File: config.mk
export PLATFORM = sky130hd
export DESIGN_NAME = uart_tx_scheduler
export DESIGN_NICKNAME = d
export VERILOG_FILES = /design/src/rtl/uart_tx_scheduler.sv
export SDC_FILE = /design/constraint.sdc
export NUM_CORES = 1
export LEC_CHECK = 0
export CAP_MARGIN = 25
export CORE_MARGIN = 4
export CORE_UTILIZATION = 60
export DETAILED_ROUTE_END_ITERATION = 8
export DONT_BUFFER_PORTS = 1
export HOLD_SLACK_MARGIN = 0.06
export PLACE_DENSITY = 0.75
export SLEW_MARGIN = 20
export SYNTH_ARGS = -nofsm -noshare
export SYNTH_HDL_FRONTEND = slang
export SYNTH_SLANG_ARGS = --single-unit
export TNS_END_PERCENT = 1
File: constraint.sdc
create_clock -name clk -period 3.05 [get_ports clk]
set_input_delay 0.7625 -clock clk [delete_from_list [all_inputs] [get_ports clk]]
set_output_delay 0.7625 -clock clk [all_outputs]
set_load 0.03 [all_outputs]
File: src/rtl/uart_tx_scheduler.sv
// Round-robin arbiter sharing one UART TX line between NUM_REQ byte sources.
// Frames are start + DATA_W bits LSB-first + STOP_BITS stop bits, paced by baud_tick.
module uart_tx_scheduler #(
  parameter int unsigned NUM_REQ   = 4,
  parameter int unsigned DATA_W    = 8,
  parameter int unsigned STOP_BITS = 1
) (
  input  logic                         clk,
  input  logic                         rst_n,
  input  logic                         baud_tick,
  input  logic [NUM_REQ-1:0]           req_valid,
  input  logic [NUM_REQ*DATA_W-1:0]    req_data,
  output logic [NUM_REQ-1:0]           req_ready,
  output logic                         tx,
  output logic                         busy,
  output logic [$clog2(NUM_REQ)-1:0]   grant_id
);

  localparam int unsigned ID_W  = $clog2(NUM_REQ);
  localparam int unsigned CNT_W = $clog2(DATA_W + STOP_BITS);

  typedef enum logic [2:0] {IDLE, ALIGN, START, DATA, STOP} state_t;

  state_t              state, state_d;
  logic [ID_W-1:0]     ptr;
  logic [ID_W-1:0]     sel;
  logic [ID_W-1:0]     cand;
  logic                found;
  logic [CNT_W-1:0]    bit_cnt;
  logic [DATA_W-1:0]   shreg;
  logic                tx_d;
  logic                last_data;
  logic                last_stop;

  assign last_data = (bit_cnt == CNT_W'(DATA_W - 1));
  assign last_stop = (bit_cnt == CNT_W'(STOP_BITS - 1));
  assign busy      = (state != IDLE);

  // First valid requester searching upward from ptr, wrapping at NUM_REQ
  always_comb begin
    sel   = '0;
    cand  = '0;
    found = 1'b0;
    for (int unsigned k = 0; k < NUM_REQ; k++) begin
      cand = ID_W'((32'(ptr) + k) % NUM_REQ);
      if (!found && req_valid[cand]) begin
        found = 1'b1;
        sel   = cand;
      end
    end
  end

  always_comb begin
    req_ready = '0;
    if (rst_n && state == IDLE && found) req_ready[sel] = 1'b1;
  end

  always_comb begin
    state_d = state;
    tx_d    = 1'b1;
    case (state)
      IDLE:  if (found) state_d = ALIGN;
      ALIGN: if (baud_tick) state_d = START;
      START: begin
        tx_d = 1'b0;
        if (baud_tick) state_d = DATA;
      end
      DATA: begin
        tx_d = shreg[0];
        if (baud_tick && last_data) state_d = STOP;
      end
      STOP:  if (baud_tick && last_stop) state_d = IDLE;
      default: state_d = IDLE;
    endcase
  end

  // tx is registered from the current state, so it trails each transition by one cycle
  always_ff @(posedge clk or negedge rst_n) begin
    if (!rst_n) begin
      state <= IDLE;
      tx    <= 1'b1;
    end else begin
      state <= state_d;
      tx    <= tx_d;
    end
  end

  always_ff @(posedge clk or negedge rst_n) begin
    if (!rst_n) begin
      ptr      <= '0;
      bit_cnt  <= '0;
      shreg    <= '0;
      grant_id <= '0;
    end else begin
      case (state)
        IDLE: if (found) begin
          shreg    <= req_data[sel*DATA_W +: DATA_W];
          grant_id <= sel;
          ptr      <= (sel == ID_W'(NUM_REQ - 1)) ? '0 : sel + 1'b1;
        end
        START: if (baud_tick) bit_cnt <= '0;
        DATA: if (baud_tick) begin
          shreg   <= shreg >> 1;
          bit_cnt <= last_data ? '0 : bit_cnt + 1'b1;
        end
        STOP: if (baud_tick) bit_cnt <= last_stop ? '0 : bit_cnt + 1'b1;
        default: ;
      endcase
    end
  end

endmodule

==> flow_metrics.env, run 1 <==
export IMPL_status="complete, no violations"
export IMPL_fin_worst_skew_ns=0.00139
export IMPL_required_ns=2.29
export IMPL_rsz0062_at_grt="false"
export IMPL_post_route_period_util_pct=91.8
export IMPL_p_leak_nw=0.604
export IMPL_finalPower_w=0.00137
export IMPL_rows=17
export IMPL_n_fill_cell=163
export IMPL_hold_buffers=0
export IMPL_syn_inst=138
export IMPL_maxCapViolCount=0
export IMPL_cts_root_buffer="clkbuf_4"
export IMPL_dpl_instance_area_um2=1400
export IMPL_cp_start_kind="flop"
export IMPL_setup_viol=0
export IMPL_tightestPinTransition_ns=0.607
export IMPL_clock_sinks=20
export IMPL_grt_remaining_overflow=0
export IMPL_arrival_ns=2.04
export IMPL_ctsResizeCount=0
export IMPL_cts_tree="yes"
export IMPL_htreeDepth=1
export IMPL_cts_buffers=3
export IMPL_fin_area_um2=1420
export IMPL_grt_start_max_net_pins=25
export IMPL_place_congestion=0.827
export IMPL_drt_iter0_drc=37
export IMPL_final_layout_size_suffix_gt1_share_pct=15.7
export IMPL_critPathKind="reg -> out"
export IMPL_worstHoldPathType="in -> async"
export IMPL_fin_tns_setup_ns=0
export IMPL_core_um2=2190
export IMPL_nets=186
export IMPL_crit_fanout=7
export IMPL_final_common_cell="dfrtp_1"
export IMPL_cts_buffer_depth=2
export IMPL_netlist_area_um2=1380
export IMPL_start_util_pct=62.8
export IMPL_clk_latency_ns=0.30
export IMPL_synth_seq_cells=20
export IMPL_end_kind="output port"
export IMPL_ir_drop_mv=0.550
export IMPL_wirelength_um=2940
export IMPL_final_cell_mix="19 x dfrtp_1, 18 x nand2_1, 12 x nor2_1"
export IMPL_via_count=1066
export IMPL_place_hpwl_um=2230
export IMPL_clock_fmax_ghz=0.357
export IMPL_cts_setup_buffers=0
export IMPL_final_util_pct=64.9
export IMPL_synth_nets=183
export IMPL_ys_seq_area_share_pct=36.5
export IMPL_drv_slew=0
export IMPL_grtUsageTotal_pct=20.3
export IMPL_ff_latch_area_um2=502
export IMPL_fp_dieW_um=55.9
export IMPL_die_h_um=55.9
export IMPL_dp_cells=164
export IMPL_area_growth_syn_to_layout_pct=3.36
export IMPL_hold_viol=0
export IMPL_yosys_warnings=0
export IMPL_synth_avg_cell_area_um2=9.97
export IMPL_post_route_min_period_ns=2.80
export IMPL_wire_per_inst_um=17.5
export IMPL_grt_pass1_vias=1092
export IMPL_antenna_found_initial=0
export IMPL_io_pins=47
export IMPL_path_clk_slew_ns=0.12
export IMPL_grt_pass1_wl_um=5060
export IMPL_diodes=0
export IMPL_synth_distinct_cells=37
export IMPL_postRouteAntennaNets=0
export IMPL_drc=0
export IMPL_powerDensity_nw_per_um2=962
export IMPL_port_buffers=0
export IMPL_die_area_um2=3120
export IMPL_slew_headroom_pct=59.6
export IMPL_vias_per_cell=6.35
export IMPL_multi_input_area_um2=788
export IMPL_firstDrtPassIters=4
export IMPL_instances_no_fill=168
==> synthesized netlist by cell type (all sizes together) <==
cell / instances / area (µm²)
nand2b: 6 / 37.5
xor2: 1 / 8.76
a22o: 1 / 8.76
nand2: 18 / 67.6
clkbuf: 4 / 15.0
a221o: 7 / 70.1
ha: 6 / 75.1
nand3b: 1 / 7.51
inv: 7 / 26.3
a211oi: 2 / 15.0
or2: 1 / 6.26
buf: 4 / 45.0
and2: 1 / 6.26
nor2: 13 / 51.3
dfrtp: 19 / 475
o211ai: 1 / 7.51
nand4b: 1 / 8.76
o21a: 1 / 7.51
nand3: 1 / 5.00
a21oi: 7 / 38.8
nor2b: 2 / 12.5
dfstp: 1 / 26.3
or3: 1 / 6.26
and3: 5 / 31.3
o21ai: 7 / 35.0
mux4: 8 / 184
o31ai: 1 / 7.51
mux2i: 1 / 10.0
mux2: 2 / 22.5
o22ai: 3 / 18.8
o2bb2ai: 1 / 8.76
a32oi: 1 / 8.76
nor4: 2 / 12.5
or3b: 1 / 8.76
==> layout make-up <==
type | instances | share of cell area, %
multi-input combinational | 103 | 55.4
inverter | 7 | 1.85
sequential | 20 | 35.3
timing repair buffer | 6 | 3.17
clock buffer | 4 | 1.85
tap | 28 | 2.46
==> path summary, 6_finish.rpt <==
path	start	endpoint	slack, ns	cells past startpoint
worst min register to register	shreg[0]	tx	0.52	2
max in group asynchronous	rst_n	tx	2.75	0
worst max-delay path	ptr[1]	req_ready[3]	0.25	7
min in group clk	shreg[0]	tx	0.52	2
worst max register to register	ptr[1]	shreg[6]	0.72	6
worst min-delay path	rst_n	grant_id[0]	0.14	0
==> layer usage <==
metal	track usage, %	vias to the layer above	wire length, µm
met3	6.26	6	208
met2	33.3	36	1460
met5	0	-	0
met1	25.4	514	1210
li1	-	510	-
met4	7.12	0	59
==> power by group <==
| part | switching, W | internal (W) |
|---|---|---|
| logic | 0.000366 | 0.000329 |
| registers | 0.000150 | 0.000387 |
| clock network | 0.0000858 | 0.0000510 |
| total | 0.000602 | 0.000767 |
==> sequential cells by signal (all words and copies together), names as in the netlist <==
| name | cells |
|---|---|
| bit_cnt | 4 |
| ptr | 2 |
| grant_id | 2 |
| state | 3 |
| tx | 1 |
| shreg | 8 |
==> cells by family (layout without fill, tap and decap cells) <==
kind of cell,after synthesis,after routing,synth area share (%)
DFF,20,20,36.5
AOI/OAI and AO/OA,32,32,16.5
muxes,11,11,15.7
xor gates and xnor gates,1,1,0.636
adders and majority gates,6,6,5.45
and+or+nand+nor,53,53,19.0
buffers and inverters,15,17,6.27
==> worst max-delay path, stage by stage, from the launching register on <==
cell and delay, ns:
dfrtp_1 0.49, mux2i_1 0.24, o2bb2ai_1 0.15, or2_1 0.24, inv_1 0.09, ha_1 0.19
and3_1 0.16, buf_4 0.16
==> per-stage QoR <==
stage	worst slack [ns]	hold slack, ns
2_1_floorplan	0.202	0.450
4_1_cts	0.200	0.129
3_5_place_dp	0.336	0.468
5_1_grt	0.0486	0.104
6_report	0.249	0.135
3_3_place_gp	0.350	0.468
Power figures use the tool's default switching activity.
==> run 2: changes to the inputs <==
--- a/config.mk
+++ b/config.mk
@@ -12,6 +12,7 @@
 export DONT_BUFFER_PORTS = 1
 export HOLD_SLACK_MARGIN = 0.06
 export PLACE_DENSITY = 0.75
+export RECOVER_POWER = 100
 export SLEW_MARGIN = 20
 export SYNTH_ARGS = -nofsm -noshare
 export SYNTH_HDL_FRONTEND = slang
==> run 2 against run 1 <==
Via count grew 0.28%; critical path depth decreased by 3; clock power about the same; die area is the same; total power down 0.98%; cell count unchanged; sequential share of layout area rose by 0.22 points; cell area fell by 0.62%; register-to-register slack got worse by 0.29 ns; maximum frequency decreased by 2.1%; global-route usage unchanged; sequential power is essentially flat; largest power group unchanged; highest routed layer unchanged.
==> flow_metrics.env, run 2 (same netlist as run 1, synthesis figures left out) <==
export IMPL_p_leak_nw=0.598
export IMPL_fp_dieW_um=55.9
export IMPL_firstDrtPassIters=4
export IMPL_rsz0062_at_grt="false"
export IMPL_drc=0
export IMPL_rows=17
export IMPL_fin_tns_setup_ns=0
export IMPL_nets=186
export IMPL_required_ns=2.29
export IMPL_end_kind="output port"
export IMPL_powerDensity_nw_per_um2=958
export IMPL_fin_worst_skew_ns=0.00138
export IMPL_place_hpwl_um=2230
export IMPL_clock_sinks=20
export IMPL_slew_headroom_pct=60.2
export IMPL_grt_start_max_net_pins=25
export IMPL_critPathKind="reg -> out"
export IMPL_grt_remaining_overflow=0
export IMPL_final_cell_mix="19 x dfrtp_1, 18 x nand2_1, 13 x nor2_1"
export IMPL_intPower_w=0.000756
export IMPL_final_common_cell="dfrtp_1"
export IMPL_die_area_um2=3120
export IMPL_post_route_period_util_pct=93.8
export IMPL_cts_buffers=3
export IMPL_grt_pass1_vias=1092
export IMPL_tightestPinTransition_ns=0.597
export IMPL_wire_per_inst_um=17.4
export IMPL_cts_tree="yes"
export IMPL_place_congestion=0.827
export IMPL_clock_fmax_ghz=0.349
export IMPL_p_comb_share_pct=50.4
export IMPL_grt_pass1_wl_um=5060
export IMPL_drt_iter0_drc=38
export IMPL_start_util_pct=62.8
export IMPL_diodes=0
export IMPL_grtUsageTotal_pct=20.3
export IMPL_switching_share_pct=44.2
export IMPL_net_switching_power_w=0.000600
export IMPL_hold_buffers=0
export IMPL_antenna_found_initial=0
export IMPL_crit_fanout=8
export IMPL_die_h_um=55.9
export IMPL_top_regs="shreg (8), bit_cnt (4), state (3)"
export IMPL_dp_cells=164
export IMPL_area_growth_syn_to_layout_pct=2.73
export IMPL_maxCapViolCount=0
export IMPL_clk_latency_ns=0.30
export IMPL_final_layout_size_suffix_gt1_share_pct=13.6
export IMPL_path_clk_slew_ns=0.12
export IMPL_status="complete, no violations"
export IMPL_arrival_ns=2.10
export IMPL_ir_drop_mv=0.542
export IMPL_power_frac_seq_pct=39.5
export IMPL_postRouteAntennaNets=0
export IMPL_cp_start_kind="flop"
export IMPL_ctsResizeCount=0
export IMPL_core_um2=2190
export IMPL_vias_per_cell=6.36
export IMPL_cts_root_buffer="clkbuf_4"
export IMPL_largest_register="shreg"
export IMPL_io_pins=47
export IMPL_worstHoldPathType="in -> async"
export IMPL_cts_buffer_depth=2
export IMPL_htreeDepth=1
export IMPL_hold_viol=0
export IMPL_instances_no_fill=168
export IMPL_largest_reg_flops=8
export IMPL_wirelength_um=2930
export IMPL_port_buffers=0
export IMPL_post_route_min_period_ns=2.86
export IMPL_cts_setup_buffers=0
export IMPL_via_count=1069
export IMPL_drv_slew=0
export IMPL_clkPwrFrac_pct=10.1
export IMPL_setup_viol=0
-- run 2: path summary, 6_finish.rpt --
path / from / to / slack, ns / cells after the start
min in group clk: shreg[0] / tx / 0.52 / 2
max reg2reg: state[1] / shreg[2] / 0.43 / 5
max: state[1] / req_ready[2] / 0.19 / 4
min: rst_n / grant_id[0] / 0.14 / 0
max in group asynchronous: rst_n / tx / 2.75 / 0
min reg2reg: shreg[0] / tx / 0.52 / 2
-- run 2: per-layer routing --
| metal | GRT usage [%] | part of all wire, % |
|---|---|---|
| met1 | 25.4 | 41 |
| met3 | 6.26 | 7.3 |
| met5 | 0 | 0 |
| met2 | 33.3 | 50 |
| met4 | 7.12 | 2.0 |
-- run 2: stage by stage --
step / instance area (µm²) / setup slack (ns) / utilization [%] / hold WS, ns / total power, W
after global placement: 1400 / 0.350 / 63.7 / 0.468 / 0.00120
after global routing: 1410 / 0.0332 / 64.5 / 0.104 / 0.00148
after CTS: 1420 / 0.200 / 64.9 / 0.129 / 0.00138
final: 1410 / 0.188 / 64.5 / 0.135 / 0.00136
after floorplan: 1380 / 0.202 / - / 0.450 / 0.00115
after detailed placement: 1400 / 0.336 / 63.7 / 0.468 / 0.00124
-- run 2: final cells by class --
type / instances / area, µm²
well taps: 28 / 35.0
clock buffers: 4 / 26.3
repair buffers: 6 / 38.8
flip-flops and latches: 20 / 502
multi-input cells: 103 / 786
inverters: 7 / 26.3
fillers: 167 / 777
-- run 2: critical path: stages, from the launching register on --
cell	delay, ns
dfrtp_1	0.48
or3_1	0.56
nor2_1	0.36
and3_1	0.21
clkbuf_2	0.20
-- run 2: power by group through the flow --
stage	clock network, W	registers [W]	logic (W)
CTS	0.000137	0.000537	0.000701
global route	0.000155	0.000555	0.000772
floorplan	0	0.000493	0.000655
finish	0.000137	0.000535	0.000683
global placement	0	0.000532	0.000668
detailed placement	0	0.000543	0.000695
==> RTL change 1 (flow settings as in run 2) <==
Change the parameter `NUM_REQ` from 4 to 2.
--- a/src/rtl/uart_tx_scheduler.sv
+++ b/src/rtl/uart_tx_scheduler.sv
@@ -2,5 +2,5 @@
 // Frames are start + DATA_W bits LSB-first + STOP_BITS stop bits, paced by baud_tick.
 module uart_tx_scheduler #(
-  parameter int unsigned NUM_REQ   = 4,
+  parameter int unsigned NUM_REQ   = 2,
   parameter int unsigned DATA_W    = 8,
   parameter int unsigned STOP_BITS = 1
Ports: changed (resized grant_id, req_data, req_ready and req_valid); port bits go from 47 to 26. The function was not compared with the original's and may differ.
==> RTL change 1 against run 2 <==
  * Via count shrank 17%
  * Setup slack lost 0.017 ns
  * Sequential power shrank 13%
  * Routed wire length shrank 24%
  * Total power shrank 24%
  * Cell area shrank 18%
  * Global-route usage shrank 2.0 points
  * Sequential cell count shrank 2
  * Final cell count shrank 13%
  * Synthesized cell count shrank 10%
  * Register-to-register slack gained 0.72 ns
  * Clock power grew 10%
  * Area after synthesis shrank 16%
==> RTL change 1: results (changes against run 2) <==
Sequential Power - 0.464 mW (-13%)
Post-synth top cells - 17 x dfrtp_1, 13 x nor2_1, 12 x o21ai_0, 9 x nand2_1
Worst slew margin - 58.4% (-1.8 points)
FILL cells - 161 (-3.6%)
number of global-route vias before repair - 858 (-21%)
Pint - 0.605 mW (-20%)
HPWL after detailed placement - 1630 um (-27%)
status - complete, no violations
R2R setup slack - 1.15 ns (+0.72 ns)
synth top area cells - dfrtp_1 37%, mux2_4 9.1%, o21ai_0 5.2%
critical path launch point - state[1]
Fin Hold WS - 0.142 ns (+0.00643 ns)
crit path max fanout - 14 (+6)
via count - 886 (-17%)
Syn Area/Cell - 9.36 um2 (-6.1%)
Worst R2R Path Depth - 4 (-1)
clock share of power - 14.6% (+4.5 points)
cell count after placement - 143 (-13%)
CP arrival - 2.12 ns (+0.02 ns)
Leak - 0.474 nW (-21%)
Final nets - 146 (-22%)
register area share after synthesis - 38.9% (+2.4 points)
Clk power - 0.151 mW (+10%)
CTS root buf - clkbuf_4
worst r2r dst - bit_cnt[3]
Global Route Usage Sum - 18.3% (-2.0 points)
fraction of layout cells with a size suffix above 1 - 9.02% (-4.6 points)
Vias/cell - 6.03 (-5.3%)
first-pass GRT wire length - 3720 um (-27%)
WL final - 2230 um (-24%)
Yosys cell types - 38 (+2.7%)
r2r startpoint - state[0]
largest net degree at the start of global routing - 20 (-20%)
critical path endpoint - req_ready[1]
worst hold path type - in -> async
==> RTL change 1: cell count changes after synthesis, sizes merged, moves of 6 or more <==
| cell | delta |
|---|---|
| mux4 | -8 |
| o21ai | +6 |
| nand2 | -9 |
| a31oi | +7 |
| nand3b | +7 |
| mux2 | +6 |
| a221o | -7 |
==> RTL change 1: metal layers <==
layer	wire (um)	up-vias	global-route usage (%)	part of all wire, %
met5	0	-	0	0
met4	12	0	3.93	0.54
met3	107	2	4.01	4.8
met2	1160	20	32.6	52
met1	952	421	22.2	43
li1	-	443	-	-
==> RTL change 1: through the flow <==
step / setup slack, ns / util (%) / instance area (um2)
after floorplan: 0.263 / - / 1160
after global placement: 0.601 / 64.8 / 1160
after detailed placement: 0.565 / 64.8 / 1160
after CTS: 0.225 / 66.9 / 1190
after global routing: 0.0675 / 65.1 / 1160
final: 0.171 / 65.1 / 1160
==> RTL change 1: area by class of cell <==
| type | count | share of cell area (%) |
|---|---|---|
| Tap cell | 25 | 2.70 |
| Inverter | 3 | 0.971 |
| Sequential cell | 18 | 38.9 |
| Multi-Input combinational cell | 95 | 53.0 |
| Clock buffer | 4 | 3.13 |
| Timing Repair Buffer | 2 | 1.29 |
==> RTL change 1: how the worst min path moves through the flow <==
stage,from,end
6_report,rst_n,shreg[3]
5_1_grt,rst_n,shreg[3]
4_1_cts,rst_n,shreg[3]
3_5_place_dp,rst_n,shreg[3]
3_3_place_gp,rst_n,shreg[3]
2_1_floorplan,shreg[0],tx
==> RTL change 1: cell families after synthesis <==
family | synth area share (%)
muxes | 11.7
buffers and inverters | 5.39
AOI/OAI and AO/OA | 18.5
and+or+nand+nor | 22.5
adders and majority gates | 2.15
DFF | 38.9
xor gates and xnor gates | 0.754
==> RTL change 2 (config.mk and constraints of run 2) <==
Without the edit above. Register the output `tx` once more, with the module's reset; this adds one clock of latency there. The other outputs are not delayed to match. Comments in the files are not updated.
--- a/src/rtl/uart_tx_scheduler.sv
+++ b/src/rtl/uart_tx_scheduler.sv
@@ -21,4 +21,6 @@
 
   typedef enum logic [2:0] {IDLE, ALIGN, START, DATA, STOP} state_t;
+
+  logic tx_s0;
 
   state_t              state, state_d;
@@ -79,8 +81,8 @@
     if (!rst_n) begin
       state <= IDLE;
-      tx    <= 1'b1;
+      tx_s0 <= 1'b1;
     end else begin
       state <= state_d;
-      tx    <= tx_d;
+      tx_s0 <= tx_d;
     end
   end
@@ -110,4 +112,12 @@
   end
 
+  always_ff @(posedge clk or negedge rst_n) begin
+    if (!rst_n) begin
+      tx <= '0;
+    end else begin
+      tx <= tx_s0;
+    end
+  end
+
 endmodule
 
Behaviour: not the same (a bounded check fails within 4 cycles, from zero or initial values and one cycle with rst_n low).
==> RTL change 2 against run 2 <==
  * Total power is 5.3% higher
  * Routed wire length increased by 8.1%
  * Setup slack worse by 0.12 ns
  * Sequential cell count grew 1
  * Area after synthesis grew 7.5%
  * Cell area rose by 5.8%
  * Clock skew is 0.014 ns higher
  * Global-route usage fell by 0.60 points
  * Critical endpoint unchanged
  * Largest power group unchanged
  * Highest routed layer unchanged
==> RTL change 2: results (changes against run 2) <==
status - complete, no violations
Final Max Slew Viols - 0 (unchanged)
R2R setup slack - 0.42 ns
Max stage delay cell, worst path - dfrtp_1
Final Skew - 0.0156 ns (+0.0142 ns)
Global Route Usage Sum - 19.7% (-0.60 points)
Final nets - 214 (+15%)
Syn Area/Cell - 8.71 um2 (-13%)
Clock Latency Late Sink - 0.32 ns (+0.02 ns)
Vias/cell - 6.14 (-3.5%)
CTS root buf - clkbuf_4
dpl ws - 0.321 ns (-0.0151 ns)
Post-synth top cells - 25 x nand2_1, 20 x dfrtp_1, 17 x mux2i_1, 15 x a21oi_1
Antenna Diode Count - 0 (unchanged)
Worst R2R Path Depth - 6 (+1)
final std cells w/o fill - 196 (+17%)
crit path max fanout - 10 (+2)
Post-Syn Nets - 215 (+17%)
worst hold path type - in -> async
Synth warnings - 0 (unchanged)
largest registers - shreg (8), bit_cnt (4), state (3)
fraction of layout cells with a size suffix above 1 - 9.52% (-4.0 points)
worst r2r dst - shreg[3]
CTS resizes - 0 (unchanged)
Clock Pin Slew Worst Setup and Hold Paths - 0.13 ns
Crit path largest cell delay - 0.51 ns (-0.05 ns)
clk buf depth - 2 (unchanged)
initial DRC count - 53 (+39%)
Port-buffer cells - 0 (unchanged)
cell count after placement - 192 (+17%)
initial antenna violation count - 0 (unchanged)
CP arrival - 2.22 ns (+0.12 ns)
Leak - 0.670 nW (+12%)
HPWL after detailed placement - 2440 um (+9.1%)
number of global-route vias before repair - 1179 (+8.0%)
placer congestion estimate - 0.758 (-8.4%)
first-pass GRT wire length - 5190 um (+2.4%)
total CTS buffers - 3 (unchanged)
Max VDD drop - 0.606 mV (+12%)
Yosys cell types - 34 (-8.1%)
H-tree Lvls - 1 (unchanged)
register area share after synthesis - 35.6% (-0.87 points)
drt first pass iters - 4 (unchanged)
synth top area cells - dfrtp_1 34%, mux2i_1 11%, nand2_1 6.3%
P_sw - 0.679 mW (+13%)
# Post-CTS Setup Buffers - 0 (unchanged)
largest net degree at the start of global routing - 26 (+4.0%)
critical path launch point - state[1]
Routed WL per cell - 16.1 um (-7.4%)
fraction of registers with async set/reset - 100% (unchanged)
Worst slew margin - 30.7% (-29 points)
r2r startpoint - ptr[1]
==> RTL change 2: cell count changes after synthesis, sizes merged, moves of 5 or more <==
cell / run 2 / this run
o21ai: 7 / 17
a221o: 7 / 0
a21oi: 7 / 16
mux2: 2 / 7
mux2i: 1 / 17
mux4: 8 / 0
nand2: 18 / 25
==> RTL change 2: routing by layer <==
layer	global-route usage, %	wire (um)	share of wire (%)
met5	0	0	0
met4	8.94	71	2.2
met3	5.57	216	6.8
met2	33.4	1630	52
met1	23.0	1250	39
==> RTL change 2: layout make-up <==
cell class | count | area [um2]
tap | 28 | 35.0
multi-input combinational | 130 | 850
fill | 178 | 779
timing repair buffer | 4 | 23.8
clock buffer | 3 | 22.5
inverter | 9 | 33.8
clock inverter | 1 | 5.00
sequential | 21 | 527
==> RTL change 2: power by group through the flow <==
stage | registers [mW] | logic [mW] | clock network [mW]
2_1_floorplan | 0.502 | 0.689 | 0
3_3_place_gp | 0.556 | 0.691 | 0
3_5_place_dp | 0.564 | 0.736 | 0
4_1_cts | 0.557 | 0.738 | 0.142
5_1_grt | 0.577 | 0.814 | 0.154
6_report | 0.559 | 0.729 | 0.139
==> RTL change 2: worst max-delay path by stage <==
stage                   endpoint  slack (ns)  depth (start not counted)
finish              req_ready[2]        0.07                          3
global placement    req_ready[2]        0.43                          6
detailed placement  req_ready[2]        0.32                          6
global route        req_ready[2]        0.02                          3
CTS                 req_ready[2]        0.14                          3
floorplan           req_ready[0]        0.39                          8
==> RTL change 2: kinds of logic after synthesis <==
kind of cell | count (synthesis) | synth area share, %
AND/OR/NAND/NOR | 55 | 17.0
AO/OA/AOI/OAI | 45 | 18.0
multiplexers | 24 | 16.8
flip-flops | 21 | 35.6
buffers and inverters | 19 | 7.52
adder cells (fa/ha/maj) | 6 | 5.07
==> RTL change 2: through the flow <==
stage	utilization (%)	power, mW	area, um2	hold slack, ns
after floorplan	-	1.19	1480	0.379
after global placement	64.8	1.25	1480	0.382
after detailed placement	64.8	1.30	1480	0.382
after CTS	66.0	1.44	1500	0.111
after global routing	65.8	1.55	1500	0.0863
final	65.8	1.43	1500	0.112
==> RTL change 2: worst max-delay path: cells and delay by family (launching register included) <==
kind / cells / cell delay, ns
flops: 1 / 0.51
simple gates: 3 / 1.38
